$ cat src/rtl/mfp_pump_scheduler_pkg.sv
// mfp_pump_pkg: state encoding, register map and control bit positions for the pump scheduler
package mfp_pump_pkg;
   localparam logic [2:0] ST_IDLE   = 3'd0;
   localparam logic [2:0] ST_OPEN   = 3'd1;
   localparam logic [2:0] ST_PUMP   = 3'd2;
   localparam logic [2:0] ST_CLOSE  = 3'd3;
   localparam logic [2:0] ST_SETTLE = 3'd4;
   localparam logic [2:0] ADDR_MASK   = 3'd0;
   localparam logic [2:0] ADDR_MAX_ON = 3'd1;
   localparam logic [2:0] ADDR_GUARD  = 3'd2;
   localparam logic [2:0] ADDR_CTRL   = 3'd3;
   localparam logic [2:0] ADDR_STAT0  = 3'd4;
   localparam int CTRL_EN   = 0;
   localparam int CTRL_STOP = 1;
   localparam int CTRL_CLR  = 2;
   localparam int GUARD_RST = 10;
endpackage

$ cat src/rtl/mfp_pump_scheduler_rr_arbiter.sv
// mfp_rr_arbiter: combinational round-robin find-first from ptr upward with wrap
module mfp_rr_arbiter #(
   parameter int N = 4
) (
   input  logic [N-1:0] req,
   input  logic [2:0]   ptr,
   output logic [N-1:0] grant,
   output logic [2:0]   idx
);
   logic [N-1:0] ge, hi, pick;
   // requests at or above ptr win; otherwise wrap to the lowest request
   assign ge    = ~((N'(1) << ptr) - N'(1));
   assign hi    = req & ge;
   assign pick  = |hi ? hi : req;
   assign grant = pick & (~pick + N'(1));
   always_comb begin
      idx = '0;
      for (int i = 0; i < N; i++)
         if (grant[i]) idx = 3'(i);
   end
endmodule

$ cat src/rtl/mfp_pump_scheduler.sv
// mfp_pump_scheduler: round-robin pump/valve sequencer with register port; MFP_PUMP_SCHED_STATS_EN adds served counters
module mfp_pump_scheduler
   import mfp_pump_pkg::*;
#(
   parameter int N_ZONES  = 4,
   parameter int TICK_DIV = 50000,
   parameter int TW       = 16
) (
   input  logic               HCLK,
   input  logic               SI_Reset,
   input  logic [N_ZONES-1:0] zone_req,
   input  logic               cfg_we,
   input  logic [2:0]         cfg_addr,
   input  logic [TW-1:0]      cfg_wdata,
   output logic [TW-1:0]      cfg_rdata,
   output logic [N_ZONES-1:0] valve_en,
   output logic               pump_en,
   output logic [2:0]         active_zone,
   output logic               busy,
   output logic [N_ZONES-1:0] zone_done
);
   localparam int PW = TICK_DIV > 1 ? $clog2(TICK_DIV) : 1;
   logic [2:0]         state, nxt, rr_ptr, gnt_idx;
   logic [N_ZONES-1:0] mask, elig, gnt, flags, act_oh;
   logic [TW-1:0]      max_on, guard, cur_guard, tick_cnt, stat_rd;
   logic [PW-1:0]      pre;
   logic               global_en, wr_ctrl, force_stop, clr_flags, held;
   logic               pre_last, guard_done, max_done, set_flag;
   assign elig       = zone_req & mask & {N_ZONES{global_en}};
   assign act_oh     = N_ZONES'(1) << active_zone;
   assign wr_ctrl    = cfg_we && cfg_addr == ADDR_CTRL;
   assign force_stop = wr_ctrl && cfg_wdata[CTRL_STOP];
   assign clr_flags  = wr_ctrl && cfg_wdata[CTRL_CLR];
   assign held       = |(elig & act_oh) && !force_stop;
   assign pre_last   = pre == PW'(TICK_DIV - 1);
   assign guard_done = cur_guard == '0 || (pre_last && tick_cnt == cur_guard - TW'(1));
   // >= lets a MAX_ON lowered mid-run below the elapsed time end the pump at once
   assign max_done   = max_on != '0 && (tick_cnt >= max_on || (pre_last && tick_cnt == max_on - TW'(1)));
   mfp_rr_arbiter #(.N(N_ZONES)) u_arb (
      .req   (elig),
      .ptr   (rr_ptr),
      .grant (gnt),
      .idx   (gnt_idx)
   );
   always_comb begin
      nxt      = state;
      set_flag = 1'b0;
      case (state)
         ST_IDLE:   nxt = |gnt ? ST_OPEN : ST_IDLE;
         ST_OPEN:   nxt = !held ? ST_CLOSE : guard_done ? ST_PUMP : ST_OPEN;
         ST_PUMP: begin
            set_flag = max_done;
            nxt      = (!held || max_done) ? ST_CLOSE : ST_PUMP;
         end
         ST_CLOSE:  nxt = guard_done ? ST_SETTLE : ST_CLOSE;
         ST_SETTLE: nxt = guard_done ? ST_IDLE : ST_SETTLE;
         default:   nxt = ST_IDLE;
      endcase
   end
   always_ff @(posedge HCLK) begin
      if (SI_Reset) begin
         state       <= ST_IDLE;
         rr_ptr      <= '0;
         active_zone <= '0;
         zone_done   <= '0;
         flags       <= '0;
         mask        <= '1;
         max_on      <= '0;
         guard       <= TW'(GUARD_RST);
         cur_guard   <= TW'(GUARD_RST);
         global_en   <= 1'b0;
         pre         <= '0;
         tick_cnt    <= '0;
      end else begin
         state       <= nxt;
         zone_done   <= (state == ST_CLOSE && nxt == ST_SETTLE) ? act_oh : '0;
         active_zone <= (state == ST_IDLE && |gnt) ? gnt_idx : active_zone;
         rr_ptr      <= (state == ST_CLOSE && nxt == ST_SETTLE) ?
                        (active_zone == 3'(N_ZONES - 1) ? 3'd0 : active_zone + 3'd1) : rr_ptr;
         flags       <= (clr_flags ? '0 : flags) | (set_flag ? act_oh : '0);
         mask        <= (cfg_we && cfg_addr == ADDR_MASK) ? cfg_wdata[N_ZONES-1:0] : mask;
         max_on      <= (cfg_we && cfg_addr == ADDR_MAX_ON) ? cfg_wdata : max_on;
         guard       <= (cfg_we && cfg_addr == ADDR_GUARD) ? cfg_wdata : guard;
         global_en   <= wr_ctrl ? cfg_wdata[CTRL_EN] : global_en;
         // timebase restarts on every state entry; GUARD is captured there too
         cur_guard   <= (nxt != state) ? guard : cur_guard;
         pre         <= (nxt != state || pre_last) ? '0 : pre + PW'(1);
         tick_cnt    <= (nxt != state) ? '0 :
                        (pre_last && tick_cnt != '1) ? tick_cnt + TW'(1) : tick_cnt;
      end
   end
   assign busy     = state != ST_IDLE;
   assign pump_en  = state == ST_PUMP;
   assign valve_en = (state == ST_OPEN || state == ST_PUMP || state == ST_CLOSE) ? act_oh : '0;
   assign cfg_rdata = cfg_addr >= ADDR_STAT0   ? stat_rd :
                      cfg_addr == ADDR_MASK    ? TW'(mask) :
                      cfg_addr == ADDR_MAX_ON  ? max_on :
                      cfg_addr == ADDR_GUARD   ? guard :
                      TW'({8'(flags), 1'b0, state, active_zone, global_en});
`ifdef MFP_PUMP_SCHED_STATS_EN
   localparam int NS = N_ZONES < 4 ? N_ZONES : 4;
   logic [TW-1:0] served [NS];
   always_ff @(posedge HCLK) begin
      for (int z = 0; z < NS; z++)
         if (SI_Reset || (cfg_we && cfg_addr == ADDR_STAT0 + 3'(z))) served[z] <= '0;
         else if (zone_done[z] && served[z] != '1) served[z] <= served[z] + TW'(1);
   end
   assign stat_rd = int'(cfg_addr[1:0]) < NS ? served[cfg_addr[1:0]] : '0;
`else
   assign stat_rd = '0;
`endif
endmodule

$ cat config.mk
export PLATFORM = sky130hd
export DESIGN_NAME = mfp_pump_scheduler
export DESIGN_NICKNAME = d
export VERILOG_FILES = /design/src/rtl/mfp_pump_scheduler_pkg.sv /design/src/rtl/mfp_pump_scheduler_rr_arbiter.sv /design/src/rtl/mfp_pump_scheduler.sv
export SDC_FILE = /design/constraint.sdc
export NUM_CORES = 1
export LEC_CHECK = 0
export BUFFER_PORTS_ARGS = -buffer_cell sky130_fd_sc_hd__buf_2
export CORE_MARGIN = 4
export CORE_UTILIZATION = 55
export DETAILED_ROUTE_END_ITERATION = 10
export PLACE_DENSITY = 0.75
export SYNTH_ARGS = -nofsm -noshare
export SYNTH_HDL_FRONTEND = slang
export SYNTH_SLANG_ARGS = --single-unit
$ cat constraint.sdc
create_clock -name HCLK -period 3.5 [get_ports HCLK]
set_clock_uncertainty 0.05 [all_clocks]
set_input_delay 0.7 -clock HCLK [delete_from_list [all_inputs] [get_ports HCLK]]
set_output_delay 0.7 -clock HCLK [all_outputs]
set_load 0.02 [all_outputs]
==> run summary, run 1 <==
Yosys
* dfxtp_1 — most frequently used flop master after synthesis
* 0.0249 — fraction of synthesized area in multiplexers
* 0.309 — Seq/Total Area, Yosys
* nand2_1 — most numerous cell in the Yosys netlist
* 0.309 — area share of the largest cell type after synthesis
* dfxtp_1 (31%), nand2_1 (6.5%), ha_1 (5.6%) — largest cells by area after synthesis
* 0 — share of flip-flops with an asynchronous set or reset
* 7.79 um^2 — synthesized area per cell
* 0 — Synthesis Warnings
* 0.0561 — adder-cell share of the synthesized area
* 831 — gate count after technology mapping
* simple AND/OR/NAND/NOR gates — largest family of logic cells by synthesized area
* 0 — Post-synth EDFFs
* 0.293 — Post-Synth Simple-Gate Area
* 100 — number of register bits inferred by synthesis
* dfxtp_1 — post-synth top area cell
* 0.164 — share of the synthesized area in compound gates (AO/OA/AOI/OAI)
* 886 — post-synth net total
* 6470 um^2 — cell area after synthesis
* nand2_1 (112), dfxtp_1 (100), nor2_1 (88), a21oi_1 (49), clkbuf_1 (48) — leading post-synthesis cells by instance count
* 69 — Distinct cells, synth
* 0.0874 — xor/xnor cell area share of the yosys netlist

Worst hold path
* pre[0]$_SDFF_PP0_ — worst min-delay path startpoint
* reg -> reg — path type of the worst min-delay path

Clock tree
* 0 — count of hold buffers inserted by post-cts repair
* 3 — H-tree depth
* 9 — number of buffers inserted during clock tree synthesis
* 100 — clock net sink count
* 0.07 ns — clock-pin slew on the worst setup and hold paths
* clkbuf_16 — CTS Root Buffer Type
* 0 — Post CTS Setup Buffer Count
* 0.35 ns — clock network latency to the later pin of the worst-skew pair
* 0 — number of cells upsized or downsized after cts
* yes — TritonCTS clock tree
* 2 — buffer depth of the longest clock path

GRT
* 5,810 — number of global-route vias before repair
* 59 — pin count of the biggest net entering global routing
* 29.3 mm — first-pass GRT wire length
* 0 — initial antenna violation count
* 0.274 — global-route usage over all layers
* 0 — global-route congestion overflow total

STA
* 0.652 ns — Least-Margin Pin Slew
* 0.913 — crit share post-route
* 0 — final setup violation count
* 0 — fin. max-slew vios
* 0.562 — max-slew headroom at the worst pin
* 0.395 ns — Final Hold Slack
* no — RSZ-0062 raised after global routing
* 313 MHz — max frequency
* 0 ns — Total Negative Setup Slacks
* 0 — endpoints failing hold
* 3.19 ns — time the worst path needs with I/O delays and setup
* 0.305 ns — least setup slack across all paths after layout

Power
* 0.000432 V — VDD IR max
* 378 nW/um^2 — total power divided by cell area
* 2.84 nW — static leakage power

Floorplan
* 55 — number of top-level pins
* 116 um — overall die height
* 116 um — die span in x
* 0.564 — Starting Density
* 13,600 um^2 — area enclosed by the die boundary
* 39 — number of cell rows
* 11,500 um^2 — core area

Cells and area
* 0 — ant diodes
* 11.2% — Layout Area Growth over Synthesis
* 921 — count of nets after finishing
* 0.144 — fraction of final layout cells with drive strength greater than 1
* 979 — layout filler cell count
* 0.627 — core utilization of the finished layout

Critical path
* 0.56 ns — critical path's largest stage delay
* cur_guard[1]$_SDFFE_PP1P_ — worst r2r dst
* 3.70 ns — Required @ worst endpoint
* 2 — critical path buffer and inverter count
* 11 — cells on worst reg2reg path
* cur_guard[0]$_SDFFE_PP0P_ — Crit. Startpoint
* 11 — Levels on crit path
* 0.31 ns — register-to-register setup slack
* flop — CP startpoint kind
* or4b_1 — critical-path cell with the highest stage delay
* inv_1, ha_1, or4b_1, nor4_2, a211o_1, nand3_1, nand4b_1, a31oi_1, o32a_2, buf_12, o221a_1 — worst path cell trace
* cur_guard[0]$_SDFFE_PP0P_ — start of the worst register-to-register path
* simple AND/OR/NAND/NOR gates — family with the most delay on the worst path
* flop — Critical Path Sink Type
* 48 — highest net fanout along the worst path
* reg -> reg — critical path class
* 3.39 ns — arrival time reported for the critical path endpoint
* cur_guard[1]$_SDFFE_PP1P_ — last element of the critical path

Detailed routing
* 489 — initial detailed-routing violation count
* 6,141 — Via Count
* 6.06 — routed vias/inst
* 0 — post-route antenna net violation count
* 18.0 mm — post-detailed-routing wire length
* 17.8 um — WL/cell
* 5 — TritonRoute pass-1 iters
* 0 — final routed DRC violation total

Placement
* 13.5 mm — Post-DP HPWL
* 0.949 — final RePlAce weighted congestion
* 53 — number of port buffers
* 0.324 ns — Worst Setup Slack post-DPL

Run status
* finished clean — outcome

Run
* 0 — count of maximum capacitance violations

## kinds of logic after synthesis
group / Yosys count
flip-flops: 100
AND/OR/NAND/NOR: 369
AO/OA/AOI/OAI: 155
adder cells (fa/ha/maj): 29
multiplexers: 14
buffers and inverters: 100
other: 1
XOR/XNOR: 63
## final cells by class
type	count	area (um^2)	area share
Timing Repair Buffer	83	503	0.0699
Multi-Input combinational cell	631	4050	0.563
Clock buffer	9	225	0.0313
Tap cell	143	179	0.0249
Inverter	41	154	0.0214
Sequential cell	100	2000	0.278
Clock inverter	7	80.1	0.0111
## per-stage QoR
stage               cell area (um^2)  total power, W  cells
detailed placement              6890         0.00170    998
finish                          7190         0.00272   1014
global route                    7190         0.00283   1014
floorplan                       6470         0.00159    831
global placement                6890         0.00169    998
CTS                             7190         0.00273   1014
## layer usage
metal	vias to the layer above	GRT usage	share of wire
met5	-	0	0
met1	2867	0.367	0.44
met2	244	0.442	0.46
met4	0	0.104	0.030
met3	41	0.0477	0.065
li1	2989	-	-
## flip-flops by register name (all words and copies together) (netlist names)
| name | count |
|---|---|
| active_zone | 2 |
| cur_guard | 16 |
| flags | 4 |
| global_en | 1 |
| guard | 16 |
| mask | 4 |
| max_on | 16 |
| pre | 16 |
| rr_ptr | 2 |
| state | 3 |
| tick_cnt | 16 |
| zone_done | 4 |
## worst min-delay path by stage
stage                              endpoint  depth (start not counted)
final                     pre[0]$_SDFF_PP0_                          1
after global routing      pre[0]$_SDFF_PP0_                          1
after CTS                 pre[0]$_SDFF_PP0_                          1
after detailed placement  pre[0]$_SDFF_PP0_                          1
after global placement    pre[0]$_SDFF_PP0_                          1
after floorplan           pre[0]$_SDFF_PP0_                          1
## where the power goes
group | switching, W | leakage [nW] | internal [W]
registers | 0.0000520 | 0.808 | 0.00117
clock network | 0.000467 | 0.149 | 0.000566
logic | 0.000293 | 1.88 | 0.000175
total | 0.000811 | 2.84 | 0.00191
## layout by cell type (no fill, tap or decap), types with 17 or more instances in the layout
master / count
a21oi_1: 49
a22oi_1: 17
buf_2: 53
buf_4: 29
dfxtp_1: 100
ha_1: 29
inv_1: 41
nand2_1: 112
nand2b_1: 25
nor2_1: 88
xnor2_1: 27
xor2_1: 35
## worst register-to-register path, delay by kind of cell, from the launching register on
| kind | cells | cell delay (ns) |
|---|---|---|
| and+or+nand+nor | 4 | 1.22 |
| AOI/OAI and AO/OA | 4 | 0.96 |
| DFF | 1 | 0.35 |
| adders and majority gates | 1 | 0.25 |
| buffers and inverters | 2 | 0.27 |
Power figures use the tool's default switching activity.
==> inputs of run 2 (changes only) <==
--- a/config.mk
+++ b/config.mk
@@ -7,4 +7,5 @@
 export LEC_CHECK = 0
 export BUFFER_PORTS_ARGS = -buffer_cell sky130_fd_sc_hd__buf_2
+export CORE_ASPECT_RATIO = 1.2
 export CORE_MARGIN = 4
 export CORE_UTILIZATION = 55
==> constraint.sdc (replaced) <==
create_clock -name HCLK -period 3.5 [get_ports HCLK]
set_clock_uncertainty 0.05 [all_clocks]
set_input_delay 0 -clock HCLK [delete_from_list [all_inputs] [get_ports HCLK]]
set_output_delay 0 -clock HCLK [all_outputs]
set_load 0.02 [all_outputs]
==> run 2 against run 1 <==
Effect of this change:
- die area about the same
- total power shrank 1.4%
- combinational power is 4% higher
==> run summary, run 2 (synthesis gave the netlist of run 1 again) <==
Cells and area
* nand2_1 — leading cell type in the layout, fill and taps excluded
* 0 — ant diodes
* 931 — count of nets after finishing
* 7330 um^2 — area of all placed cells without fillers
* 0.136 — fraction of final layout cells with drive strength greater than 1
* 1,036 — layout filler cell count
* 2000 um^2 — flip-flop and latch area
* 0.636 — core utilization of the finished layout
* 13.2% — Layout Area Growth over Synthesis
* nand2_1 (112), dfxtp_1 (100), nor2_1 (88) — highest-count cells in the layout ignoring fill and taps
* 4080 um^2 — total area of multi-input combinational cells

Power
* 0.364 — share of power burned in the clock network
* 2.86 nW — static leakage power
* 0.310 — proportion of total power due to net switching
* 0.000831 W — Switching Power
* 0.000270 V — VDD IR max
* 366 nW/um^2 — total power divided by cell area
* 0.00185 W — cell internal power dissipation
* 0.181 — fraction of power consumed by combinational cells
* 0.455 — Reg power frac

Detailed routing
* 420 — initial detailed-routing violation count
* 0 — final routed DRC violation total
* 5.93 — routed vias/inst
* 18.1 mm — post-detailed-routing wire length
* 5 — TritonRoute pass-1 iters
* 17.4 um — WL/cell
* 6,158 — Via Count
* 0 — post-route antenna net violation count

Clock tree
* 2 — buffer depth of the longest clock path
* 0.07 ns — clock-pin slew on the worst setup and hold paths
* 9 — number of buffers inserted during clock tree synthesis
* 3 — H-tree depth
* clkbuf_16 — CTS Root Buffer Type
* 100 — clock net sink count
* yes — TritonCTS clock tree
* 0.36 ns — clock network latency to the later pin of the worst-skew pair

Placement
* 13.6 mm — Post-DP HPWL
* 0.958 — final RePlAce weighted congestion
* 6840 um^2 — cell area after placement
* 53 — number of port buffers

STA
* 0.918 — crit share post-route
* 0 — final setup violation count
* no — RSZ-0062 raised after global routing
* 3.21 ns — time the worst path needs with I/O delays and setup
* 0 ns — Total Negative Setup Slacks
* 0 — endpoints failing hold
* 0 — fin. max-slew vios
* 311 MHz — max frequency
* 0.561 — max-slew headroom at the worst pin
* 0.653 ns — Least-Margin Pin Slew

Critical path
* reg -> reg — critical path class
* 11 — highest net fanout along the worst path
* flop — Critical Path Sink Type
* flop — CP startpoint kind
* 3.37 ns — arrival time reported for the critical path endpoint
* 3.65 ns — Required @ worst endpoint

Floorplan
* 107 um — die span in x
* 11,500 um^2 — core area
* 43 — number of cell rows
* 0.562 — Starting Density
* 127 um — overall die height
* 13,600 um^2 — area enclosed by the die boundary
* 55 — number of top-level pins

Run
* 0 — count of maximum capacitance violations

Worst hold path
* in -> reg — path type of the worst min-delay path

GRT
* 29.8 mm — first-pass GRT wire length
* 65 — pin count of the biggest net entering global routing
* 0 — global-route congestion overflow total
* 0 — initial antenna violation count
* 0.272 — global-route usage over all layers
* 5,999 — number of global-route vias before repair

Run status
* finished clean — outcome

[run 2: worst paths after layout]
| check | slack, ns | start | depth (start not counted) | end |
|---|---|---|---|---|
| worst max-delay path | 0.29 | cur_guard[0]$_SDFFE_PP0P_ | 12 | cur_guard[8]$_SDFFE_PP0P_ |
| worst min-delay path | 0.08 | SI_Reset | 3 | cur_guard[0]$_SDFFE_PP0P_ |
| worst max register to register | 0.29 | cur_guard[0]$_SDFFE_PP0P_ | 12 | cur_guard[8]$_SDFFE_PP0P_ |
| worst min register to register | 0.40 | pre[0]$_SDFF_PP0_ | 1 | pre[0]$_SDFF_PP0_ |
[run 2: critical path: stages (launching register included)]
cell	delay (ns)
dfxtp_1	0.36
inv_1	0.09
ha_1	0.26
or4b_1	0.59
a211oi_1	0.24
o32ai_1	0.12
o21ai_0	0.27
nand4b_1	0.13
buf_4	0.18
a31oi_2	0.21
o32a_4	0.27
buf_4	0.16
o221ai_1	0.11
[run 2: power groups by stage]
stage	Clock [W]	Combinational, W	Sequential (W)
finish	0.000977	0.000485	0.00122
global route	0.00103	0.000535	0.00123
CTS	0.000987	0.000467	0.00122
detailed placement	0	0.000451	0.00125
global placement	0	0.000441	0.00124
floorplan	0	0.000372	0.00121
[run 2: timing repair]
| action | in CTS | in global routing |
|---|---|---|
| gates resized for setup | 0 | 6 |
| setup buffers | 0 | 1 |
| setup endpoints to repair | 0 | 43 |
| endpoints found under the hold margin | 36 | 0 |
| hold buffers | 16 | 0 |
[run 2: layout make-up]
cell class	instances	area share
clock buffer	10	0.0312
clock inverter	6	0.00751
inverter	41	0.0210
multi-input combinational	631	0.557
sequential	100	0.273
tap	157	0.0268
timing repair buffer	93	0.0831
[run 2: stage by stage]
step | total power (W) | hold slack [ns] | std cells | setup slack (ns)
after floorplan | 0.00159 | 0.0712 | 831 | 0.650
after global routing | 0.00280 | 0.119 | 1038 | 0.0534
after CTS | 0.00267 | 0.0570 | 1037 | 0.110
final | 0.00268 | 0.0759 | 1038 | 0.286
after global placement | 0.00168 | 0.196 | 1005 | 0.179
after detailed placement | 0.00170 | 0.210 | 1005 | 0.121
[run 2: metal layers]
layer | global-route usage | wire length [um] | vias to the layer above
met5 | 0 | 0 | -
met1 | 0.329 | 7500 | 2913
met2 | 0.482 | 9150 | 203
met3 | 0.0473 | 968 | 33
li1 | - | - | 3009
met4 | 0.0956 | 472 | 0
==> inputs of run 3 (changes only) <==
- SYNTH_HIERARCHICAL: unset -> 1
==> run 3 against run 2 <==
Effect of this change:
- worst setup slack got worse by 0.15 ns
- register-to-register slack got worse by 0.15 ns
- sequential share of layout area decreased by 0.20 points
- hold slack better by 0.085 ns
- critical path type unchanged
- largest cell class unchanged
- largest power group unchanged
==> run summary, run 3 <==
Yosys
* 75 — Distinct cells, synth
* 0.136 — share of the synthesized area in compound gates (AO/OA/AOI/OAI)
* dfxtp_1 (31%), xnor2_1 (5.8%), nand2_1 (5.3%) — largest cells by area after synthesis
* dfxtp_1 — post-synth top area cell
* simple AND/OR/NAND/NOR gates — largest family of logic cells by synthesized area
* 6 — Synthesis Warnings
* 0.0519 — adder-cell share of the synthesized area
* dfxtp_1 — most frequently used flop master after synthesis
* 0.0928 — xor/xnor cell area share of the yosys netlist
* 811 — gate count after technology mapping
* 0.0477 — fraction of synthesized area in multiplexers
* 0.314 — area share of the largest cell type after synthesis
* 8.03 um^2 — synthesized area per cell
* 864 — post-synth net total
* 0.308 — Post-Synth Simple-Gate Area
* 0.314 — Seq/Total Area, Yosys
* 6510 um^2 — cell area after synthesis
* 102 — number of register bits inferred by synthesis
* dfxtp_1 — most numerous cell in the Yosys netlist
* dfxtp_1 (102), nand2_1 (92), nor2_1 (47), nor3_1 (47), a21oi_1 (46) — leading post-synthesis cells by instance count
* 0 — share of flip-flops with an asynchronous set or reset
* 0 — Post-synth EDFFs

GRT
* 31.7 mm — first-pass GRT wire length
* 6,316 — number of global-route vias before repair
* 0 — global-route congestion overflow total
* 0 — initial antenna violation count
* 119 — pin count of the biggest net entering global routing
* 0.290 — global-route usage over all layers

Run
* 0 — count of maximum capacitance violations

Run status
* finished clean — outcome

STA
* 0 — final setup violation count
* 297 MHz — max frequency
* 0 — fin. max-slew vios
* 3.37 ns — time the worst path needs with I/O delays and setup
* 0.962 — crit share post-route
* 1.18 ns — Least-Margin Pin Slew
* 0 — endpoints failing hold
* 0.135 ns — least setup slack across all paths after layout
* 0.210 — max-slew headroom at the worst pin

Detailed routing
* 0 — final routed DRC violation total
* 6,449 — Via Count
* 19.4 mm — post-detailed-routing wire length
* 0 — post-route antenna net violation count
* 18.6 um — WL/cell
* 5 — TritonRoute pass-1 iters
* 574 — initial detailed-routing violation count
* 6.18 — routed vias/inst

Critical path
* 0.57 ns — critical path's largest stage delay
* tick_cnt[11]$_SDFFE_PP0P_ — worst r2r dst
* 9 — cells on worst reg2reg path
* rr_ptr[1]$_SDFFE_PP0P_ — start of the worst register-to-register path
* tick_cnt[11]$_SDFFE_PP0P_ — last element of the critical path
* 1 — critical path buffer and inverter count
* 32 — highest net fanout along the worst path
* flop — CP startpoint kind
* compound AO/OA/AOI/OAI gates — family with the most delay on the worst path
* a221oi_1 — critical-path cell with the highest stage delay
* 9 — Levels on crit path
* rr_ptr[1]$_SDFFE_PP0P_ — Crit. Startpoint
* flop — Critical Path Sink Type
* 3.69 ns — Required @ worst endpoint
* 0.13 ns — register-to-register setup slack
* or3_2, ha_1, a221oi_1, a2111oi_1, nor4_1, nor2_1, o32a_2, buf_12, nor3_1 — worst path cell trace
* reg -> reg — critical path class
* 3.56 ns — arrival time reported for the critical path endpoint

Clock tree
* 0.07 ns — clock-pin slew on the worst setup and hold paths
* clkbuf_16 — CTS Root Buffer Type
* 9 — number of buffers inserted during clock tree synthesis
* 0.36 ns — clock network latency to the later pin of the worst-skew pair
* 3 — H-tree depth
* 2 — buffer depth of the longest clock path
* 0 — Post CTS Setup Buffer Count
* 102 — clock net sink count
* yes — TritonCTS clock tree

Power
* 2.87 nW — static leakage power
* 368 nW/um^2 — total power divided by cell area
* 0.000301 V — VDD IR max

Placement
* 54 — number of port buffers
* 0.917 — final RePlAce weighted congestion
* 0.118 ns — Worst Setup Slack post-DPL
* 14.2 mm — Post-DP HPWL
* 1,012 — # placed instances

Floorplan
* 107 um — die span in x
* 11,600 um^2 — core area
* 127 um — overall die height
* 13,700 um^2 — area enclosed by the die boundary
* 55 — number of top-level pins
* 0.563 — Starting Density
* 43 — number of cell rows

Cells and area
* 0.149 — fraction of final layout cells with drive strength greater than 1
* dfxtp_1 — leading cell type in the layout, fill and taps excluded
* 1,043 — number of cells in the finished layout apart from fillers
* 15.7% — Layout Area Growth over Synthesis
* 935 — count of nets after finishing
* 0 — ant diodes
* dfxtp_1 (102), nand2_1 (92), buf_2 (53) — highest-count cells in the layout ignoring fill and taps

Worst hold path
* in -> reg — path type of the worst min-delay path

run 3: cell types whose count changed in the layout (fill, tap and decap cells not counted), sizes merged, moves of 9 or more:
cell    change
nand3      +12
o221ai     -14
nor4       +10
xor2        -9
mux2i      +16
buf        +14
nor3       +31
inv        -13
nor2       -41
nand2      -20
xnor2      +16
run 3: worst min-delay path by stage:
stage	from	end	slack, ns	depth (start not counted)
final	cfg_we	global_en$_SDFFE_PP0P_	0.16	4
after global routing	cfg_we	global_en$_SDFFE_PP0P_	0.19	4
after CTS	cfg_we	global_en$_SDFFE_PP0P_	0.14	4
after detailed placement	cfg_wdata[3]	guard[3]$_SDFFE_PP1P_	0.21	3
after global placement	cfg_wdata[3]	mask[3]$_SDFFE_PP1P_	0.18	2
after floorplan	cfg_wdata[0]	mask[0]$_SDFFE_PP1P_	0.07	1
run 3: worst min-delay path, stage by stage:
cell     delay [ns]
buf_2          0.13
and4b_1        0.21
mux2i_1        0.12
nor2_1         0.08
run 3: timing repair:
| action | 4_1_cts | 5_1_grt |
|---|---|---|
| gates resized for setup | 0 | 4 |
| hold buffers | 16 | 0 |
| endpoints found under the setup margin | 0 | 35 |
| endpoints found under the hold margin | 37 | 0 |
run 3: layer usage:
metal  share of wire  vias to the layer above  GRT usage
met5               0                        -          0
li1                -                     3048          -
met3           0.067                       65     0.0495
met2            0.48                      300      0.480
met4           0.042                        0      0.148
met1            0.41                     3036      0.361
run 3: power breakdown:
group / leakage, nW / total, W / switching [W] / internal (W)
Sequential: 0.824 / 0.00123 / 0.0000417 / 0.00119
Clock: 0.141 / 0.000986 / 0.000461 / 0.000526
Combinational: 1.91 / 0.000555 / 0.000325 / 0.000230
Total: 2.87 / 0.00277 / 0.000827 / 0.00195
run 3: logic make-up after synthesis:
kind of cell,count (synthesis)
flops,102
other cells,1
compound gates,135
fa+ha+maj,27
mux,30
xor+xnor,69
buf+inv,78
simple gates,369
run 3: through the flow:
step | total power (W) | setup TNS [ns] | util | hold slack [ns] | instance area (um^2)
floorplan | 0.00164 | 0 | - | 0.0679 | 6510
global placement | 0.00177 | 0 | 0.611 | 0.184 | 7070
detailed placement | 0.00178 | 0 | 0.611 | 0.211 | 7070
CTS | 0.00277 | 0 | 0.649 | 0.142 | 7510
global route | 0.00288 | -0.0974 | 0.651 | 0.192 | 7530
finish | 0.00277 | 0 | 0.651 | 0.161 | 7530
run 3: layout make-up:
cell class                      instances  area [um^2]
Sequential cell                       102         2040
Fill cell                             991         4040
Tap cell                              157          196
Clock buffer                           12          256
Clock inverter                          3         28.8
Multi-Input combinational cell        631         4160
Inverter                               31          116
Timing Repair Buffer                  107          727
